==> src/rtl/pipe_stage_reg.sv <==
// pipe_stage_reg: elastic pipeline-stage register with optional skid entry and saturating stall/bubble counters
//   clk, rst_n            clock, asynchronous active-low reset
//   flush                 synchronous kill of all held entries; offered input is dropped
//   in_valid/in_ready     upstream handshake; in_ctrl/in_data sampled on accept
//   out_valid/out_ready   downstream handshake; out_ctrl is 0 whenever out_valid is 0
//   out_data              head payload, retains its last value on a bubble
//   stall_cnt/bubble_cnt  saturating counts of held-head and starved-downstream cycles
module pipe_stage_reg #(
    parameter int DATA_W = 96,
    parameter int CTRL_W = 9,
    parameter int SKID   = 1,
    parameter int CNT_W  = 16
) (
    input  logic              clk,
    input  logic              rst_n,
    input  logic              flush,
    input  logic              in_valid,
    output logic              in_ready,
    input  logic [CTRL_W-1:0] in_ctrl,
    input  logic [DATA_W-1:0] in_data,
    output logic              out_valid,
    input  logic              out_ready,
    output logic [CTRL_W-1:0] out_ctrl,
    output logic [DATA_W-1:0] out_data,
    output logic [CNT_W-1:0]  stall_cnt,
    output logic [CNT_W-1:0]  bubble_cnt
);
    typedef enum logic [1:0] {EMPTY, ONE, TWO} state_t;
    localparam logic [CNT_W-1:0] CNT_ONE = CNT_W'(1);
    state_t            r_state, w_next;
    logic [CTRL_W-1:0] r_main_ctrl, r_skid_ctrl;
    logic [DATA_W-1:0] r_main_data, r_skid_data;
    logic [CNT_W-1:0]  r_stall, r_bubble;
    logic              w_accept, w_pop, w_load_main, w_load_skid, w_skid_to_main;
    generate
        if (SKID != 0 && SKID != 1) begin : g_bad_skid
            $error("pipe_stage_reg: SKID must be 0 or 1");
        end
    endgenerate
    assign out_valid  = r_state != EMPTY;
    // SKID=1 decodes ready straight from state flops, so no path from out_ready
    assign in_ready   = (SKID == 1) ? (r_state != TWO) : (!out_valid || out_ready);
    assign out_ctrl   = out_valid ? r_main_ctrl : '0;
    assign out_data   = r_main_data;
    assign stall_cnt  = r_stall;
    assign bubble_cnt = r_bubble;
    assign w_accept   = in_valid && in_ready;
    assign w_pop      = out_valid && out_ready;
    always_comb begin
        w_next         = r_state;
        w_load_main    = 1'b0;
        w_load_skid    = 1'b0;
        w_skid_to_main = 1'b0;
        if (flush) begin
            w_next = EMPTY;
        end else begin
            case (r_state)
                EMPTY: begin
                    if (w_accept) begin
                        w_next      = ONE;
                        w_load_main = 1'b1;
                    end
                end
                ONE: begin
                    if (w_accept && w_pop) begin
                        w_load_main = 1'b1;
                    end else if (w_accept) begin
                        w_next      = TWO;
                        w_load_skid = 1'b1;
                    end else if (w_pop) begin
                        w_next = EMPTY;
                    end
                end
                TWO: begin
                    if (w_pop) begin
                        w_next         = ONE;
                        w_skid_to_main = 1'b1;
                    end
                end
                default: w_next = EMPTY;
            endcase
        end
    end
    always_ff @(posedge clk or negedge rst_n) begin
        if (!rst_n) begin
            r_state <= EMPTY;
        end else begin
            r_state <= w_next;
        end
    end
    always_ff @(posedge clk or negedge rst_n) begin
        if (!rst_n) begin
            r_main_ctrl <= '0;
            r_main_data <= '0;
            r_skid_ctrl <= '0;
            r_skid_data <= '0;
        end else begin
            if (w_load_main) begin
                r_main_ctrl <= in_ctrl;
                r_main_data <= in_data;
            end else if (w_skid_to_main) begin
                r_main_ctrl <= r_skid_ctrl;
                r_main_data <= r_skid_data;
            end
            if (w_load_skid) begin
                r_skid_ctrl <= in_ctrl;
                r_skid_data <= in_data;
            end
        end
    end
    always_ff @(posedge clk or negedge rst_n) begin
        if (!rst_n) begin
            r_stall  <= '0;
            r_bubble <= '0;
        end else begin
            r_stall  <= (out_valid && !out_ready && r_stall != '1) ? r_stall + CNT_ONE : r_stall;
            r_bubble <= (!out_valid && out_ready && r_bubble != '1) ? r_bubble + CNT_ONE : r_bubble;
        end
    end
endmodule

==> config.mk <==
export PLATFORM = sky130hd
export DESIGN_NAME = pipe_stage_reg
export DESIGN_NICKNAME = d
export VERILOG_FILES = /design/src/rtl/pipe_stage_reg.sv
export SDC_FILE = /design/constraint.sdc
export NUM_CORES = 1
export LEC_CHECK = 0
export BUFFER_PORTS_ARGS = -buffer_cell sky130_fd_sc_hd__buf_4
export CAP_MARGIN = 20
export CELL_PAD_IN_SITES_DETAIL_PLACEMENT = 1
export CELL_PAD_IN_SITES_GLOBAL_PLACEMENT = 2
export CORE_UTILIZATION = 36
export CTS_BUF_LIST = sky130_fd_sc_hd__clkbuf_2 sky130_fd_sc_hd__clkbuf_4 sky130_fd_sc_hd__clkbuf_8
export CTS_CLUSTER_DIAMETER = 120
export CTS_CLUSTER_SIZE = 8
export DETAILED_ROUTE_END_ITERATION = 12
export GPL_TIMING_DRIVEN = 0
export PLACE_DENSITY = 0.92
export SKIP_LAST_GASP = 1
export SYNTH_ARGS = -nofsm -noshare
export SYNTH_HDL_FRONTEND = slang
export SYNTH_SLANG_ARGS = --single-unit
==> constraint.sdc <==
create_clock -name clk -period 2.3 [get_ports clk]
set_input_delay 0.23 -clock clk [delete_from_list [all_inputs] [get_ports clk]]
set_output_delay 0.23 -clock clk [all_outputs]
set_load 0.05 [all_outputs]
==> summary.txt, run 1 <==
Yosys
  – Mean Syn Cell Area: 12.22 sq um
  – Top-count cell post-synth: dfrtp_1
  – Yosys top cell by area: dfrtp_1
  – Ys flop type: dfrtp_1
  – Yosys top cell area share: 0.5843
  – Fraction of registers with async set/reset: 1.000
  – Flops & latches, synth: 244
  – Synth top cells by count: 244 x dfrtp_1, 111 x nor2_1, 107 x a21oi_1, 107 x mux2_2, 105 x mux2i_1
  – Top cells by area, synth: dfrtp_1 58%, mux2_2 12%, mux2i_1 10%, a21oi_1 5.1%, nor2_1 4.0%
  – Synth warnings: 0
  – Mapped Area: 10450 sq um
  – Synth Instances: 855
  – Register area share after synthesis: 0.5843
  – Synth Net Count: 967
  – EDFF count, synth: 0
  – Number of distinct library cells after synthesis: 36

Layout
  – Antenna cells: 0
  – Sequential cell area: 6106 sq um
  – Synth-to-Final Area Change: 38.67%
  – Layout fillers: between 3000 and 4000
  – Net count, final: 1362
  – Multi-input gate area: about 4100 sq um
  – Final Non-Filler Cells: 1635
  – Fraction of layout cells with a size suffix above 1: 0.3413

Route
  – Via/cell ratio: 4.953
  – Wire per inst: 18.99 microns
  – Pre-antenna DRT Iters: 4
  – Drt total wl: ~31000 microns
  – Post-route ant nets: 0
  – Vias: 8098
  – Post-route DRC: 0
  – DR iter-0 viols: roughly 360

Pwr
  – Seq pwr share: 0.442
  – PwrDens: about 950 nW/um^2
  – Gate power share: 0.332
  – P_sw: 5.150 mW
  – Clock share of power: 0.226
  – Final Power: 13.71 mW
  – Worst VDD drop: 620.1 uV
  – Cell Int Power: 8.561 mW
  – Sw Share: 0.3756
  – Pleak: 6.361 nW

Setup path
  – Critical path buffers and inverters: 2
  – Setup crit start kind: flip-flop
  – Crit path kind: flip-flop to flip-flop
  – CP max stage cell: dfrtp_1
  – Max Fanout on Critical Path: 10
  – Cell family with most CP delay: buffers and inverters
  – WP data arrival: 2.55 ns
  – Worst path required time: 2.70 ns
  – Critical path, cell by cell: nor3b_1, nand3b_1, clkbuf_2, buf_2, mux2_2
  – Critical path capture point type: flip-flop
  – CP peak stage delay: 0.45 ns

Floorplan
  – Core area: 28630 sq um
  – Die Ht: 172.4 microns
  – Die W: 172.4 microns
  – Num ports: between 200 and 250
  – Die footprint: 29710 sq um
  – Rows: 62
  – Initial Util: 0.3651

Timing
  – Final min period: 2.153 ns
  – Final Cycle Share: 0.9361
  – Final Hold Fails: 0
  – Maximum operating frequency: approximately 460 MHz
  – Rel. slew slack: 0.5578
  – Max-slew violation count: 0
  – Worst-Margin Slew: roughly 0.66 ns
  – Final setup viols: 0
  – RSZ-0062 raised after global routing: no
  – Clock skew: 0.01469 ns
  – Worst Slack Setup Final: approximately 0.15 ns

Placed design
  – IO buf count: 247
  – Pre-CTS WS: -0.1646 ns
  – Inst Count DP: 1488
  – GP Congestion: approximately 0.73
  – DPL Wire Length: 19620 microns

GRT
  – Global-route wire length before repair: 48270 microns
  – Largest net degree at the start of global routing: 114
  – Overall Global Routing Usage: 0.2086
  – GRT Max-Usage Layer: met2
  – M3 GR Usage: 0.06386
  – Met1 usage: 0.2501
  – M2 GR Usage: 0.3655
  – Number of global-route vias before repair: 8927
  – Antenna violations before repair: 0
  – Gr ovfl total: 0

Clocking
  – CTS tree: built
  – CTS Buf Count: 36
  – H-tree depth: 2
  – Bufs on Longest Clock Path: 3
  – Root buffer cell: clkbuf_8
  – Clock slew at reported path FFs: roughly 0.06 ns
  – Clock sink count: 244
  – Setup Buffers After CTS: 0
  – Worst-Skew Late Latency: 0.53 ns

Hold path
  – Worst min-delay path category: primary input to flip-flop

Flow run
  – Max_cap viols: 0

Outcome
  – Status: finished, final reports clean
per-stage QoR:
stage	instance area [sq um]	util	hold WS, ns	setup TNS [ns]
final	14490	0.5063	0.1363	0
after global routing	14490	0.5063	0.1269	0
after CTS	14480	0.5057	0.1097	0
after detailed placement	12850	0.4488	0.08501	-6.663
after global placement	12780	0.4466	0.4194	-246.27
after floorplan	10450	-	-0.06559	0
area by class of cell:
class	count	area share
flip-flops and latches	244	0.4213
multi-input cells	555	0.2811
repair buffers	357	0.2069
clock buffers	36	0.03419
well taps	384	0.03315
plain buffers	53	0.01934
clock inverters	3	0.003195
inverters	3	0.0007771
worst min-delay path, cell delays in order:
cell	delay, ns
buf_4	0.12
nor2b_1	0.14
nand2_1	0.06
a211oi_1	0.06
power groups by stage:
stage | logic, mW | clock network, mW | registers (mW)
final | 4.56 | 3.10 | 6.06
after global routing | 4.84 | 3.35 | 6.18
after CTS | 4.55 | 3.21 | 6.03
after detailed placement | 4.38 | 0 | 6.10
after global placement | 4.27 | 0 | 6.04
after floorplan | 1.32 | 0 | 7.57
cell usage in the layout (no fill, tap or decap), types with 9 or more instances in the layout:
cell / synthesis / layout
buf_4: 2 / 248
dfrtp_1: 244 / 244
nor2_1: 111 / 111
dlygate4sd3_1: 0 / 108
a21oi_1: 107 / 107
mux2_2: 107 / 107
mux2i_1: 105 / 105
clkbuf_8: 0 / 36
xor2_1: 29 / 29
clkbuf_1: 27 / 22
nand2_1: 16 / 16
buf_2: 12 / 12
nor3_1: 11 / 11
nor2b_1: 10 / 10
nand4_1: 9 / 9
cell families (layout without fill, tap and decap cells):
| family | after synthesis | after routing | synth area share |
|---|---|---|---|
| buf+inv | 56 | 452 | 0.02730 |
| xor+xnor | 30 | 30 | 0.02514 |
| fa+ha+maj | 2 | 2 | 0.002394 |
| simple gates | 199 | 199 | 0.09004 |
| flops | 244 | 244 | 0.5843 |
| compound gates | 112 | 112 | 0.05496 |
| mux | 212 | 212 | 0.2159 |
final timing paths:
path | to | slack [ns] | from | cells after the start
max | r_skid_data[69] | 0.15 | r_state[1] | 5
min | r_state[1] | 0.14 | in_valid | 4
max reg2reg | r_skid_data[69] | 0.15 | r_state[1] | 5
min reg2reg | stall_cnt[15] | 0.50 | stall_cnt[15] | 1
max in group asynchronous | stall_cnt[14] | 1.31 | rst_n | 3
min in group asynchronous | out_data[67] | 0.15 | rst_n | 2
flip-flops by register name, summed over array words and instances, names as in the netlist:
register	cells
out_data	96
r_skid_data	96
bubble_cnt	16
stall_cnt	16
r_main_ctrl	9
r_skid_ctrl	9
r_state	2
metal layers:
| metal | wire length [microns] | share of wire |
|---|---|---|
| met1 | 12750 | 0.41 |
| met2 | 15650 | 0.50 |
| met3 | 2206 | 0.071 |
| met4 | 435 | 0.014 |
| met5 | 0 | 0 |
timing repair:
action / in CTS / in global routing
hold buffers: 108 / 0
gates cloned: 0 / 0
endpoints found under the setup margin: 155 / 3
pin swaps: 0 / 0
gates resized for setup: 4 / 4
endpoints found under the hold margin: 456 / 0
(Power assumes the default switching activity.)
==> inputs of run 2 (changes only) <==
--- a/config.mk
+++ b/config.mk
@@ -15,7 +15,9 @@
 export CTS_CLUSTER_SIZE = 8
 export DETAILED_ROUTE_END_ITERATION = 12
 export GPL_TIMING_DRIVEN = 0
+export MAX_ROUTING_LAYER = met4
 export PLACE_DENSITY = 0.92
+export RECOVER_POWER = 25
 export SKIP_LAST_GASP = 1
 export SYNTH_ARGS = -nofsm -noshare
 export SYNTH_HDL_FRONTEND = slang
==> summary.txt, run 2 (synthesis gave the netlist of run 1 again) <==
Layout
  – Synth-to-Final Area Change: 38.57%
  – Antenna cells: 0
  – Most frequent cells in the layout: 248 x buf_4, 244 x dfrtp_1, 111 x nor2_1
  – Final Non-Filler Cells: 1635
  – Layout fillers: about 3000
  – Commonest non-fill, non-tap cell in the layout: buf_4
  – Net count, final: 1362
  – Fraction of layout cells with a size suffix above 1: 0.3405

Setup path
  – Max Fanout on Critical Path: 10
  – Worst R2R Setup Slack: 0.15 ns
  – Crit path kind: flip-flop to flip-flop
  – Critical path capture point type: flip-flop
  – Reg2reg path depth: 5
  – WP data arrival: 2.55 ns
  – Reg2reg end: r_skid_data[69]
  – Setup crit start kind: flip-flop
  – Worst path required time: 2.70 ns
  – Worst r2r src: r_state[1]

Clocking
  – Bufs on Longest Clock Path: 3
  – Clock slew at reported path FFs: ~0.06 ns
  – CTS tree: built
  – Clock sink count: 244
  – Root buffer cell: clkbuf_8
  – CTS Buf Count: 36
  – H-tree depth: 2
  – Worst-Skew Late Latency: roughly 0.53 ns

Hold path
  – WHS Path Cells: 4
  – Worst hold start: in_valid
  – Worst min-delay path category: primary input to flip-flop
  – Worst Hold End: r_state[1]

Flow run
  – Max_cap viols: 0

Timing
  – Final setup viols: 0
  – Maximum operating frequency: 464.6 MHz
  – WHS: 0.1369 ns
  – Final Cycle Share: 0.9359
  – Worst Slack Setup Final: approximately 0.15 ns
  – TNS Setup: 0 ns
  – Worst-Margin Slew: roughly 1.4 ns
  – Rel. slew slack: 0.03549
  – Final Hold Fails: 0
  – Final min period: 2.153 ns
  – RSZ-0062 raised after global routing: no
  – Max-slew violation count: 0
  – Clock skew: 0.01528 ns

Pwr
  – Seq pwr share: 0.442
  – Pleak: 6.354 nW
  – Cell Int Power: 8.559 mW
  – P_sw: roughly 5 mW
  – Final Power: approximately 14 mW
  – PwrDens: 946.2 nW/um^2
  – Gate power share: 0.332
  – Clock share of power: 0.225
  – Sw Share: 0.3753
  – Worst VDD drop: 619.2 uV

Route
  – DR iter-0 viols: 348
  – Vias: between 8000 and 9000
  – Wire per inst: approximately 19 microns
  – Via/cell ratio: 4.955
  – Post-route DRC: 0
  – Drt total wl: a little over 30000 microns
  – Pre-antenna DRT Iters: 4
  – Post-route ant nets: 0

Placed design
  – GP Congestion: 0.7432
  – Pre-CTS WS: -0.1646 ns
  – IO buf count: 247
  – DPL Wire Length: 19620 microns
  – Inst Count DP: around 1500

GRT
  – Largest net degree at the start of global routing: 114
  – Gr ovfl total: 0
  – Overall Global Routing Usage: 0.2148
  – Antenna violations before repair: 0
  – Global-route wire length before repair: 48220 microns
  – Number of global-route vias before repair: just under 9000

Floorplan
  – Num ports: around 250
  – Die footprint: just under 30000 sq um
  – Initial Util: 0.3651
  – Die Ht: about 170 microns
  – Die W: 172.4 microns
  – Rows: 62
  – Core area: 28630 sq um

Outcome
  – Status: finished, final reports clean
## run 2: cell count changes in the layout (fill, tap and decap cells not counted), sizes merged
cell,change
clkbuf,+1
buf,-1
## run 2: worst max-delay path by stage
stage	cells past startpoint	from	endpoint
final	5	r_state[1]	r_skid_data[69]
after CTS	5	r_state[1]	r_skid_data[70]
after detailed placement	5	r_state[1]	r_skid_data[70]
after global routing	5	r_state[1]	r_skid_data[73]
after global placement	1	rst_n	stall_cnt[1]
after floorplan	5	bubble_cnt[0]	bubble_cnt[1]
## run 2: layout make-up
type / instances / area, sq um / share of cell area
Buffer: 53 / 280.3 / 0.01936
Clock buffer: 36 / 495.5 / 0.03422
Clock inverter: 3 / 46.29 / 0.003197
Inverter: 3 / 11.26 / 0.0007777
Multi-Input combinational cell: 555 / 4074 / 0.2813
Sequential cell: 244 / 6106 / 0.4217
Tap cell: 384 / 480.5 / 0.03318
Timing Repair Buffer: 357 / 2987 / 0.2063
## run 2: power by group through the flow
stage	clock, mW	sequential [mW]	combinational [mW]
floorplan	0	7.57	1.32
global placement	0	6.04	4.27
detailed placement	0	6.10	4.38
CTS	3.21	6.03	4.55
global route	3.35	6.18	4.84
finish	3.09	6.06	4.55
## run 2: routing by layer
metal / share of wire / up-vias / track usage
li1: - / 3748 / -
met1: 0.42 / 4110 / 0.2531
met2: 0.50 / 204 / 0.3652
met3: 0.067 / 39 / 0.05997
met4: 0.014 / 0 / 0.04502
met5: 0 / - / -
## run 2: worst max-delay path, stage by stage, from the launching register on
cell and delay (ns):
dfrtp_1 0.46, nor3b_1 0.28, nand3b_1 0.32, clkbuf_2 0.34, buf_2 0.30, mux2_2 0.32
## run 2: timing repair
item,CTS,global route
buffers inserted,0,0
resized for setup,4,4
setup endpoints to repair,155,3
cloned,0,0
endpoints found under the hold margin,456,0
hold buffers,108,0
## run 2: metrics by stage
stage | utilization | area [sq um]
finish | 0.5059 | 14480
global route | 0.5059 | 14480
CTS | 0.5057 | 14480
detailed placement | 0.4488 | 12850
global placement | 0.4466 | 12780
floorplan | - | 10450
